<file path="src/rtl/colnorm_sqrd_scheduler_pkg.sv">
// Shared definitions for the sorted-QR column-norm scheduler.
// Word widths come from the WL/FWL/COLNORM_WL/COLNORM_FWL macros (defaults below).
// The optional COLNORM_SORT_EN macro enables argmin pivoting.
`ifndef WL
`define WL 16
`endif
`ifndef FWL
`define FWL 12
`endif
`ifndef COLNORM_WL
`define COLNORM_WL 18
`endif
`ifndef COLNORM_FWL
`define COLNORM_FWL 10
`endif

package colnorm_sqrd_scheduler_pkg;
    localparam int WL          = `WL;
    localparam int FWL         = `FWL;
    localparam int COLNORM_WL  = `COLNORM_WL;
    localparam int COLNORM_FWL = `COLNORM_FWL;
    localparam int SHIFT       = FWL - COLNORM_FWL;
    localparam int PROD_W      = 2 * COLNORM_WL;
    localparam int DIFF_W      = PROD_W + 1;
    localparam int NCOL        = 8;
    localparam int NSTEP       = 7;
    localparam int STEP_W      = 3;
    localparam int PERM_W      = 24;

    typedef enum logic [2:0] {
        ST_IDLE     = 3'd0,
        ST_SELECT   = 3'd1,
        ST_ISSUE    = 3'd2,
        ST_WAIT_ROW = 3'd3,
        ST_UPDATE   = 3'd4,
        ST_DONE     = 3'd5
    } state_t;
endpackage

</file>
<file path="src/rtl/colnorm_argmin.sv">
// Combinational pivot search: smallest signed norm among slots start_i..7,
// lowest slot wins a tie. Only built when COLNORM_SORT_EN is defined.
`ifdef COLNORM_SORT_EN
module colnorm_argmin
    import colnorm_sqrd_scheduler_pkg::*;
(
    input  logic [NCOL*COLNORM_WL-1:0] norms_i,
    input  logic [STEP_W-1:0]          start_i,
    output logic [STEP_W-1:0]          min_o
);
    logic signed [COLNORM_WL-1:0] w_norm [NCOL];
    logic signed [COLNORM_WL-1:0] w_best_val;

    genvar gi;
    generate
        for (gi = 0; gi < NCOL; gi++) begin : g_unpack
            assign w_norm[gi] = norms_i[gi*COLNORM_WL +: COLNORM_WL];
        end
    endgenerate

    // Linear scan; strict less-than keeps the earliest slot on ties
    always_comb begin
        min_o      = start_i;
        w_best_val = w_norm[start_i];
        for (int k = 0; k < NCOL; k++) begin
            if ((STEP_W'(k) > start_i) && (w_norm[k] < w_best_val)) begin
                min_o      = STEP_W'(k);
                w_best_val = w_norm[k];
            end
        end
    end
endmodule
`endif

</file>
<file path="src/rtl/colnorm_sqrd_scheduler.sv">
// Column-norm sequencer for the sorted QR of the real 8x8 channel: picks a
// pivot per step, offers it to the QR datapath, then downdates the remaining
// norms with the squared R-row entries. COLNORM_SORT_EN selects argmin
// pivoting; without it columns are processed in natural order.
module colnorm_sqrd_scheduler
    import colnorm_sqrd_scheduler_pkg::*;
(
    input  logic                       clk,
    input  logic                       rst_n,
    input  logic                       start_i,
    input  logic [NCOL*COLNORM_WL-1:0] colnorm_init_i,
    output logic                       busy_o,
    output logic                       pivot_valid_o,
    input  logic                       pivot_ready_i,
    output logic [STEP_W-1:0]          pivot_idx_o,
    output logic [STEP_W-1:0]          step_o,
    input  logic                       row_valid_i,
    output logic                       row_ready_o,
    input  logic [(NCOL-1)*WL-1:0]     row_i,
    output logic [NCOL*COLNORM_WL-1:0] colnorm_o,
    output logic [PERM_W-1:0]          perm_o,
    output logic                       done_o
);
    state_t r_state, w_state_next;
    logic   r_busy, r_pivot_valid, r_row_ready, r_done;
    logic   w_busy_next, w_pivot_valid_next, w_row_ready_next, w_done_next;

    logic signed [COLNORM_WL-1:0] r_norm     [NCOL];
    logic signed [COLNORM_WL-1:0] w_norm_upd [NCOL];
    logic [STEP_W-1:0]            r_perm     [NCOL];
    logic [STEP_W-1:0]            r_step, r_pivot_idx, w_pivot;
    logic [(NCOL-1)*WL-1:0]       r_row;
    logic [NCOL*COLNORM_WL-1:0]   w_norm_flat;
    logic                         w_last_step;

    assign w_last_step = (r_step == STEP_W'(NSTEP-1));

    genvar gi;
    generate
        for (gi = 0; gi < NCOL; gi++) begin : g_flat
            assign w_norm_flat[gi*COLNORM_WL +: COLNORM_WL] = r_norm[gi];
            assign perm_o[gi*STEP_W +: STEP_W]              = r_perm[gi];
        end

        // Slot 0 is always settled before any downdate can reach it
        assign w_norm_upd[0] = r_norm[0];
        for (gi = 1; gi < NCOL; gi++) begin : g_upd
            logic [STEP_W-1:0]            w_ent_idx;
            logic signed [WL-1:0]         w_ent;
            logic signed [COLNORM_WL-1:0] w_h;
            logic signed [PROD_W-1:0]     w_prod, w_sq;
            logic signed [DIFF_W-1:0]     w_diff;
            // Column gi pairs with row entry gi-1-j
            assign w_ent_idx = STEP_W'(gi-1) - r_step;
            assign w_ent     = r_row[32'(w_ent_idx)*WL +: WL];
            assign w_h       = COLNORM_WL'(w_ent >>> SHIFT);
            assign w_prod    = PROD_W'(w_h) * PROD_W'(w_h);
            assign w_sq      = w_prod >>> COLNORM_FWL;
            assign w_diff    = DIFF_W'(r_norm[gi]) - DIFF_W'(w_sq);
            assign w_norm_upd[gi] = (STEP_W'(gi) > r_step)
                                  ? (w_diff[DIFF_W-1] ? '0 : COLNORM_WL'(w_diff))
                                  : r_norm[gi];
        end
    endgenerate

`ifdef COLNORM_SORT_EN
    colnorm_argmin u_argmin (
        .norms_i (w_norm_flat),
        .start_i (r_step),
        .min_o   (w_pivot)
    );
`else
    assign w_pivot = r_step;
`endif

    // Next-state and registered-output decode
    always_comb begin
        w_state_next = r_state;
        case (r_state)
            ST_IDLE:     if (start_i) w_state_next = ST_SELECT;
            ST_SELECT:   w_state_next = ST_ISSUE;
            ST_ISSUE:    if (pivot_ready_i) w_state_next = ST_WAIT_ROW;
            ST_WAIT_ROW: if (row_valid_i) w_state_next = ST_UPDATE;
            ST_UPDATE:   w_state_next = w_last_step ? ST_DONE : ST_SELECT;
            ST_DONE:     w_state_next = ST_IDLE;
            default:     w_state_next = ST_IDLE;
        endcase
        w_busy_next        = (w_state_next != ST_IDLE);
        w_pivot_valid_next = (w_state_next == ST_ISSUE);
        w_row_ready_next   = (w_state_next == ST_WAIT_ROW);
        w_done_next        = (w_state_next == ST_DONE);
    end

    // State register and status flags
    always_ff @(posedge clk or negedge rst_n) begin
        if (!rst_n) begin
            r_state       <= ST_IDLE;
            r_busy        <= 1'b0;
            r_pivot_valid <= 1'b0;
            r_row_ready   <= 1'b0;
            r_done        <= 1'b0;
        end else begin
            r_state       <= w_state_next;
            r_busy        <= w_busy_next;
            r_pivot_valid <= w_pivot_valid_next;
            r_row_ready   <= w_row_ready_next;
            r_done        <= w_done_next;
        end
    end

    // Norm/permutation storage, pivot latch and row capture
    always_ff @(posedge clk or negedge rst_n) begin
        if (!rst_n) begin
            for (int k = 0; k < NCOL; k++) begin
                r_norm[k] <= '0;
                r_perm[k] <= STEP_W'(k);
            end
            r_step      <= '0;
            r_pivot_idx <= '0;
            r_row       <= '0;
        end else begin
            case (r_state)
                ST_IDLE: begin
                    if (start_i) begin
                        for (int k = 0; k < NCOL; k++) begin
                            r_norm[k] <= colnorm_init_i[k*COLNORM_WL +: COLNORM_WL];
                            r_perm[k] <= STEP_W'(k);
                        end
                        r_step <= '0;
                    end
                end
                ST_SELECT: begin
`ifdef COLNORM_SORT_EN
                    r_norm[r_step]  <= r_norm[w_pivot];
                    r_norm[w_pivot] <= r_norm[r_step];
                    r_perm[r_step]  <= r_perm[w_pivot];
                    r_perm[w_pivot] <= r_perm[r_step];
`endif
                    r_pivot_idx <= r_perm[w_pivot];
                end
                ST_WAIT_ROW: if (row_valid_i) r_row <= row_i;
                ST_UPDATE: begin
                    for (int k = 0; k < NCOL; k++) r_norm[k] <= w_norm_upd[k];
                    if (!w_last_step) r_step <= r_step + 3'd1;
                end
                default: ;
            endcase
        end
    end

    assign busy_o        = r_busy;
    assign pivot_valid_o = r_pivot_valid;
    assign row_ready_o   = r_row_ready;
    assign done_o        = r_done;
    assign pivot_idx_o   = r_pivot_idx;
    assign step_o        = r_step;
    assign colnorm_o     = w_norm_flat;
endmodule
</file>
<file path="config.mk">
export PLATFORM = sky130hd
export DESIGN_NAME = colnorm_sqrd_scheduler
export DESIGN_NICKNAME = d
export VERILOG_FILES = /design/src/rtl/colnorm_sqrd_scheduler_pkg.sv /design/src/rtl/colnorm_argmin.sv /design/src/rtl/colnorm_sqrd_scheduler.sv
export SDC_FILE = /design/constraint.sdc
export NUM_CORES = 2
export LEC_CHECK = 0
export BUFFER_PORTS_ARGS = -buffer_cell sky130_fd_sc_hd__buf_2
export CAP_MARGIN = 20
export CORE_MARGIN = 8
export CORE_UTILIZATION = 58
export DETAILED_ROUTE_END_ITERATION = 10
export PLACE_DENSITY_LB_ADDON = 0.12
export SYNTH_ARGS = -nofsm -noshare
export SYNTH_HDL_FRONTEND = slang
export SYNTH_SLANG_ARGS = --single-unit
</file>
<file path="constraint.sdc">
create_clock -name clk -period 11 [get_ports clk]
set_input_delay 0.55 -clock clk [delete_from_list [all_inputs] [get_ports clk]]
set_output_delay 0.55 -clock clk [all_outputs]
set_load 0.01 [all_outputs]
</file>
# Word level (Yosys, flattened, before mapping)
# Memory sizes are Yosys's and may differ from the RTL's. A register that Yosys moved wholly into a read port is not among the register bits.
# Cells that the tools add are included.
# word_totals
regBits,266
latchBits,0
mem_bits_rw,0
rom_bits,24
inputBits,261
wordCells,109
memories,1
# mem_list
memory,words,word_bits,read_ports,rd_clocked_by_memory_dff,write_ports,line_no,text
(no name shown),8,3,1,1,0,colnorm_sqrd_scheduler.sv:139,r_pivot_idx <= r_perm[w_pivot];
# op_classes
n_addsub,15
mul,7
div_mod_pow,0
n_lt_le_gt_ge,7
n_eq_ne,17
shifts,7
muxes,24
n_bitwise,2
n_reduce_logical,14
# ops
operator,count
indexed part select 112 x 8 -> 16 bit,7
one-hot mux 144 bit (2 select lines),1
2-to-1 mux 18 bit,14
multiplier 14 x 14 -> 28 bit,7
2-to-1 mux 144 bit,1
subtractor 18 x 18 -> 19 bit,7
AND reduction 3 bit,9
2-to-1 mux 3 bit,6
inequality test 2 bit (second input constant),9
one-hot mux 3 bit (5 select lines),1
== test 3 x 2 -> 1 bit (second input constant),4
> comparator 3 bit (first input constant),4
== test 3 bit (second input constant),3
subtractor 3 bit (first input constant),3
> comparator 2 x 3 -> 1 bit (first input constant),2
one-hot mux 3 bit (2 select lines),1
subtractor 1 x 3 -> 3 bit (first input constant),2
subtractor 2 x 3 -> 3 bit (first input constant),2
inverter 3 -> 4 bit,1
adder 3 x 1 -> 3 bit (second input constant),1
== test 3 x 1 -> 1 bit (second input constant),1
> comparator 1 x 3 -> 1 bit (first input constant),1
logical NOT 3 bit,1
nonzero test 3 bit,1
other kinds (4),4

# Depth between registers and ports, before layout
# logic_depth
depth_word,7
ltp_mapped,53
ltp_nobuf,44

# Least setup slack after synthesis
# OpenSTA, ideal clock, no wires.
# synth_path
kind,register to register
startpoint,reg r_step[0] (netlist: step_o[0])
endpoint,"reg r_norm, in the netlist colnorm_o[62]"
setup_ns,0.137
arrival_ns,11.056
path_slack_ns,-0.193
stages_incl_launch_ff,50
path_buffers,10
synth_period_minus_slack_ns,11.193
cell_sequence,dfrtp_1 > buf_6 > buf_2 > inv_1 > buf_2 > clkbuf_1 > buf_1 > ha_1 > buf_2 > buf_1 > clkbuf_1 > clkbuf_1 > o21ai_0 > mux2i_1 > clkinv_1 > nand2_1 > fa_1 > fa_1 > [14 not listed] > o21a_1 > o21a_1 > o21a_1 > o21a_1 > nor2_1 > xor2_1 > ha_1 > a21o_1 > a21oi_1 > nor4_1 > o21ai_0 > o22ai_1 > o41ai_1 > nor2b_1 > o311a_1 > buf_2 > a22oi_1 > a21oi_1
# synth_between
elab_chain_len,7
word_cells_on_any_way,10
# synth_lines
item,line_no,text
start: declaration,colnorm_sqrd_scheduler.sv:31,"logic [STEP_W-1:0] r_step, r_pivot_idx, w_pivot;"
start signal: assignment,colnorm_sqrd_scheduler.sv:144,if (!w_last_step) r_step <= r_step + 3'd1;
subtractor 2 x 3 -> 3 bit,colnorm_sqrd_scheduler.sv:54,assign w_ent_idx = STEP_W'(gi-1) - r_step;
indexed part select 112 x 8 -> 16 bit,colnorm_sqrd_scheduler.sv:55,assign w_ent = r_row[32'(w_ent_idx)*WL +: WL];
multiplier 14 x 14 -> 28 bit,colnorm_sqrd_scheduler.sv:57,assign w_prod = PROD_W'(w_h) * PROD_W'(w_h);
subtractor 18 x 18 -> 19 bit,colnorm_sqrd_scheduler.sv:59,assign w_diff = DIFF_W'(r_norm[gi]) - DIFF_W'(w_sq);
2-to-1 mux 18 bit (2 in a row),colnorm_sqrd_scheduler.sv:61,? (w_diff[DIFF_W-1] ? '0 : COLNORM_WL'(w_diff))
one-hot mux 144 bit (2 select lines),colnorm_sqrd_scheduler.sv:122,case (r_state)
end signal: indexed assignment,colnorm_sqrd_scheduler.sv:126,r_norm[k] <= colnorm_init_i[k*COLNORM_WL +: COLNORM_WL];
end: declaration,colnorm_sqrd_scheduler.sv:28,logic signed [COLNORM_WL-1:0] r_norm [NCOL];
# Several ways; a longest one is shown, not always the timed one. The select of a mux whose other input is x is not followed.
# A chain may end at the register's enable or synchronous reset.

# Worst setup path after layout
# layout_path
startpoint,reg r_step[1] (netlist: step_o[1])
endpoint,"reg r_norm, in the netlist colnorm_o[121]"
# layout_between
elab_chain_len,7
word_cells_on_any_way,10
# layout_lines
item,line_no
subtractor 3 bit,colnorm_sqrd_scheduler.sv:54
indexed part select 112 x 8 -> 16 bit,colnorm_sqrd_scheduler.sv:55
multiplier 14 x 14 -> 28 bit,colnorm_sqrd_scheduler.sv:57
subtractor 18 x 18 -> 19 bit,colnorm_sqrd_scheduler.sv:59
2-to-1 mux 18 bit (2 in a row),colnorm_sqrd_scheduler.sv:61
one-hot mux 144 bit (2 select lines),colnorm_sqrd_scheduler.sv:122
# Several ways; a longest one is shown, not always the timed one. The select of a mux whose other input is x is not followed.

==> impl_metrics.prom <==
# TYPE chip_impl_metric gauge
chip_impl_metric{name="die_w",unit="um"} 347
chip_impl_metric{name="synth_seq_cells",unit=""} 255
chip_impl_metric{name="timing.reg2reg.setup_slack",unit="ns"} 0.47
chip_impl_metric{name="clock_sink_count",unit=""} 255
chip_impl_metric{name="drt_pre_antenna_iters",unit=""} 6
chip_impl_metric{name="hold_ws",unit="ns"} 0.124
chip_impl_metric{name="grt_start_max_net_pins",unit=""} 84
chip_impl_metric{name="slew_headroom",unit=""} 0.256
chip_impl_metric{name="max_cap_violations",unit=""} 0
chip_impl_metric{name="groute.usage.overall",unit=""} 0.285
chip_impl_metric{name="mappedNetlistArea",unit="mm^2"} 0.0637
chip_impl_metric{name="num-nets-final",unit=""} 9430
chip_impl_metric{name="grt_antenna_before_repair",unit=""} 25
chip_impl_metric{name="holdPathStages",unit=""} 3
chip_impl_metric{name="crit_arrival",unit="ns"} 11.01
chip_impl_metric{name="drv_slew",unit=""} 0
chip_impl_metric{name="cts-root-to-sink-buffers",unit=""} 3
chip_impl_metric{name="drcViolationCount",unit=""} 0
chip_impl_metric{name="synthDominantCellAreaShare",unit=""} 0.379
chip_impl_metric{name="synthDistinctLibCells",unit=""} 78
chip_impl_metric{name="cts_max_level",unit=""} 2
chip_impl_metric{name="synthToLayoutAreaGrowth",unit="%"} 8.20
chip_impl_metric{name="ys_warn_count",unit=""} 0
chip_impl_info{name="timing.critical_path.slowest_stage_cell",value="sky130_fd_sc_hd__o21ai_0"} 1
chip_impl_metric{name="synth-edff-count",unit=""} 0
chip_impl_metric{name="finalCritPeriodShare",unit=""} 0.957
chip_impl_metric{name="timing_worst_slew_pin_value",unit="ns"} 1.12
chip_impl_metric{name="detailedPlacementHpwl",unit="um"} 143000
chip_impl_info{name="timing.hold.worst_endpoint",value="colnorm_o[0]$_DFFE_PN0P_"} 1
chip_impl_metric{name="fp-row-count",unit=""} 121
chip_impl_metric{name="first_global_vias",unit=""} 51430
chip_impl_metric{name="clock.fmax",unit="MHz"} 95.0
chip_impl_info{name="worstHoldPathType",value="primary input to flip-flop"} 1
chip_impl_info{name="cts_tree",value="built"} 1
chip_impl_info{name="layout_common_cells",value="sky130_fd_sc_hd__inv_1, sky130_fd_sc_hd__fa_1, sky130_fd_sc_hd__nor2_1"} 1
chip_impl_info{name="synth_top_area_cell",value="sky130_fd_sc_hd__fa_1"} 1
chip_impl_metric{name="die_area",unit="mm^2"} 0.121
chip_impl_info{name="clock-root-buffer",value="sky130_fd_sc_hd__clkbuf_16"} 1
chip_impl_metric{name="syn_area_per_cell",unit="um^2"} 9.11
chip_impl_info{name="path_class",value="flip-flop to flip-flop"} 1
chip_impl_metric{name="post_drt_via_cell_ratio",unit=""} 5.53
chip_impl_metric{name="io_pins",unit=""} 439
chip_impl_metric{name="grt_pass1_wl",unit="um"} 275000
chip_impl_info{name="cp-start-kind",value="flip-flop"} 1
chip_impl_info{name="timing.critical_path.to_type",value="flip-flop"} 1
chip_impl_metric{name="buffers_added_on_ports",unit=""} 400
chip_impl_metric{name="layout_min_cycle_time",unit="ns"} 10.53
chip_impl_metric{name="worstSkewPairLatency",unit="ns"} 0.62
chip_impl_info{name="synth_ff_type",value="sky130_fd_sc_hd__dfrtp_1"} 1
chip_impl_metric{name="rr_worst_depth",unit=""} 35
chip_impl_metric{name="globalplace.congestion",unit=""} 0.931
chip_impl_metric{name="report.final.setup_viol",unit=""} 0
chip_impl_metric{name="detail_route.wirelength",unit="um"} 169000
chip_impl_metric{name="critical_path.max_fanout",unit=""} 27
chip_impl_metric{name="timing_hold_violations_final",unit=""} 0
chip_impl_metric{name="worst-endpoint-required",unit="ns"} 11.48
chip_impl_metric{name="detail_route.wl_per_cell",unit="um"} 19.2
chip_impl_info{name="rr_startpoint",value="step_o[1]$_DFFE_PN0P_"} 1
chip_impl_metric{name="floorplan.initialDensity",unit=""} 0.585
chip_impl_metric{name="gr-total-overflow",unit=""} 0
chip_impl_metric{name="asyncSetResetFlopFracSynth",unit=""} 1.00
chip_impl_metric{name="initialDrtViolationCount",unit=""} 3083
chip_impl_metric{name="final_antenna_net_count",unit=""} 0
chip_impl_metric{name="layout-drive-gt1-share",unit=""} 0.110
chip_impl_metric{name="die_height",unit="um"} 347
chip_impl_info{name="layout_commonest_cell",value="sky130_fd_sc_hd__inv_1"} 1
chip_impl_metric{name="tritoncts.num_buffers",unit=""} 37
chip_impl_metric{name="cts.reportedPaths.clkPinSlew",unit="ns"} 0.06
chip_impl_info{name="top_cells_by_area_in_the_synthesized_netlist",value="sky130_fd_sc_hd__fa_1, sky130_fd_sc_hd__ha_1, sky130_fd_sc_hd__dfrtp_1"} 1
chip_impl_metric{name="vias",unit=""} 48673
chip_impl_metric{name="postSynthCellCount",unit=""} 6986
chip_impl_info{name="timing.hold.worst.start",value="colnorm_init_i[0]"} 1
chip_impl_metric{name="core_region_area",unit="mm^2"} 0.109
chip_impl_info{name="r2r-end",value="colnorm_o[121]$_DFFE_PN0P_"} 1
chip_impl_metric{name="synth_sequential_area_ratio",unit=""} 0.100
chip_impl_metric{name="maximum_clock_skew_at_final_layout",unit="ns"} 0.0276
chip_impl_metric{name="max_stage_delay",unit="ns"} 0.75
chip_impl_info{name="outcome",value="finished, final reports clean"} 1
-- per-layer routing --
metal / wire length, um / global-route usage / up-vias
met5: 42 / 0 / -
met4: 5350 / 0.0826 / 6
met3: 15200 / 0.0689 / 265
met2: 80400 / 0.468 / 1458
met1: 68500 / 0.378 / 24512
li1: - / - / 22432
-- synth_stat cells (all sizes together) (42+ instances only) --
master  instances
a21o          135
a21oi         293
a22oi          89
and2           43
buf            61
clkbuf        126
clkinv         47
dfrtp         255
fa           1204
ha            607
inv          1632
mux2          129
mux2i          47
mux4           48
nand2         604
nor2          654
nor3           70
o21a           42
o21ai         145
xnor2         208
xor2          105
-- worst max path at each step --
stage,from,end,slack [ns],cells after the start
after floorplan,step_o[0]$_DFFE_PN0P_,colnorm_o[62]$_DFFE_PN0P_,0.1,49
after global placement,step_o[0]$_DFFE_PN0P_,colnorm_o[32]$_DFFE_PN0P_,0.30,38
after detailed placement,step_o[0]$_DFFE_PN0P_,colnorm_o[32]$_DFFE_PN0P_,0.11,38
after CTS,step_o[0]$_DFFE_PN0P_,colnorm_o[32]$_DFFE_PN0P_,0.07,38
after global routing,step_o[0]$_DFFE_PN0P_,colnorm_o[29]$_DFFE_PN0P_,-0.05,38
final,step_o[1]$_DFFE_PN0P_,colnorm_o[121]$_DFFE_PN0P_,0.47,35
-- critical path: cells and delay by family (launching register included) --
family	cells	cell delay [ns]
buf+inv	5	1.03
mux	1	0.14
fa+ha+maj	8	3.59
compound gates	18	4.42
simple gates	3	0.75
flops	1	0.44
-- sequential cells by signal (all words and copies together) (netlist names) --
register       cells
busy_o             1
colnorm_o        144
done_o             1
pivot_idx_o        3
r_state            3
row_ready_o        1
step_o             3
pivot_valid_o      1
r_row             98
-- what timing repair did --
action                     in CTS  in global routing
hold buffers                    1                  0
gates resized for setup         0                 24
setup endpoints to repair       0                104
buffers inserted                0                  3
hold endpoints to repair       70                  0
-- stage by stage --
stage	cells	instance area (um^2)	TNS, ns	util	worst slack [ns]
2_1_floorplan	7008	63800	0	-	0.0977
3_3_place_gp	8727	67500	0	0.620	0.304
3_5_place_dp	8727	67500	0	0.620	0.110
4_1_cts	8790	68700	0	0.631	0.0701
5_1_grt	8799	68900	-0.254	0.633	-0.0474
6_report	8808	68900	0	0.633	0.470
-- layout make-up --
type	instances	area, um^2
Antenna cell	13	32.5
Clock buffer	45	996
Clock inverter	17	245
Fill cell	9306	40000
Inverter	1679	6330
Multi-Input combinational cell	4887	50300
Sequential cell	255	6390
Tap cell	1414	1770
Timing Repair Buffer	498	2800
-- cell families after synthesis --
family | share of synthesized area
buffers and inverters | 0.112
DFF | 0.100
AOI/OAI and AO/OA | 0.0937
xor gates and xnor gates | 0.0431
other | 0.000118
adders and majority gates | 0.498
muxes | 0.0474
and+or+nand+nor | 0.106
Power is left out: the tool's default activity adds up to more than one toggle a clock period on the data nets, which glitch-free logic cannot reach.
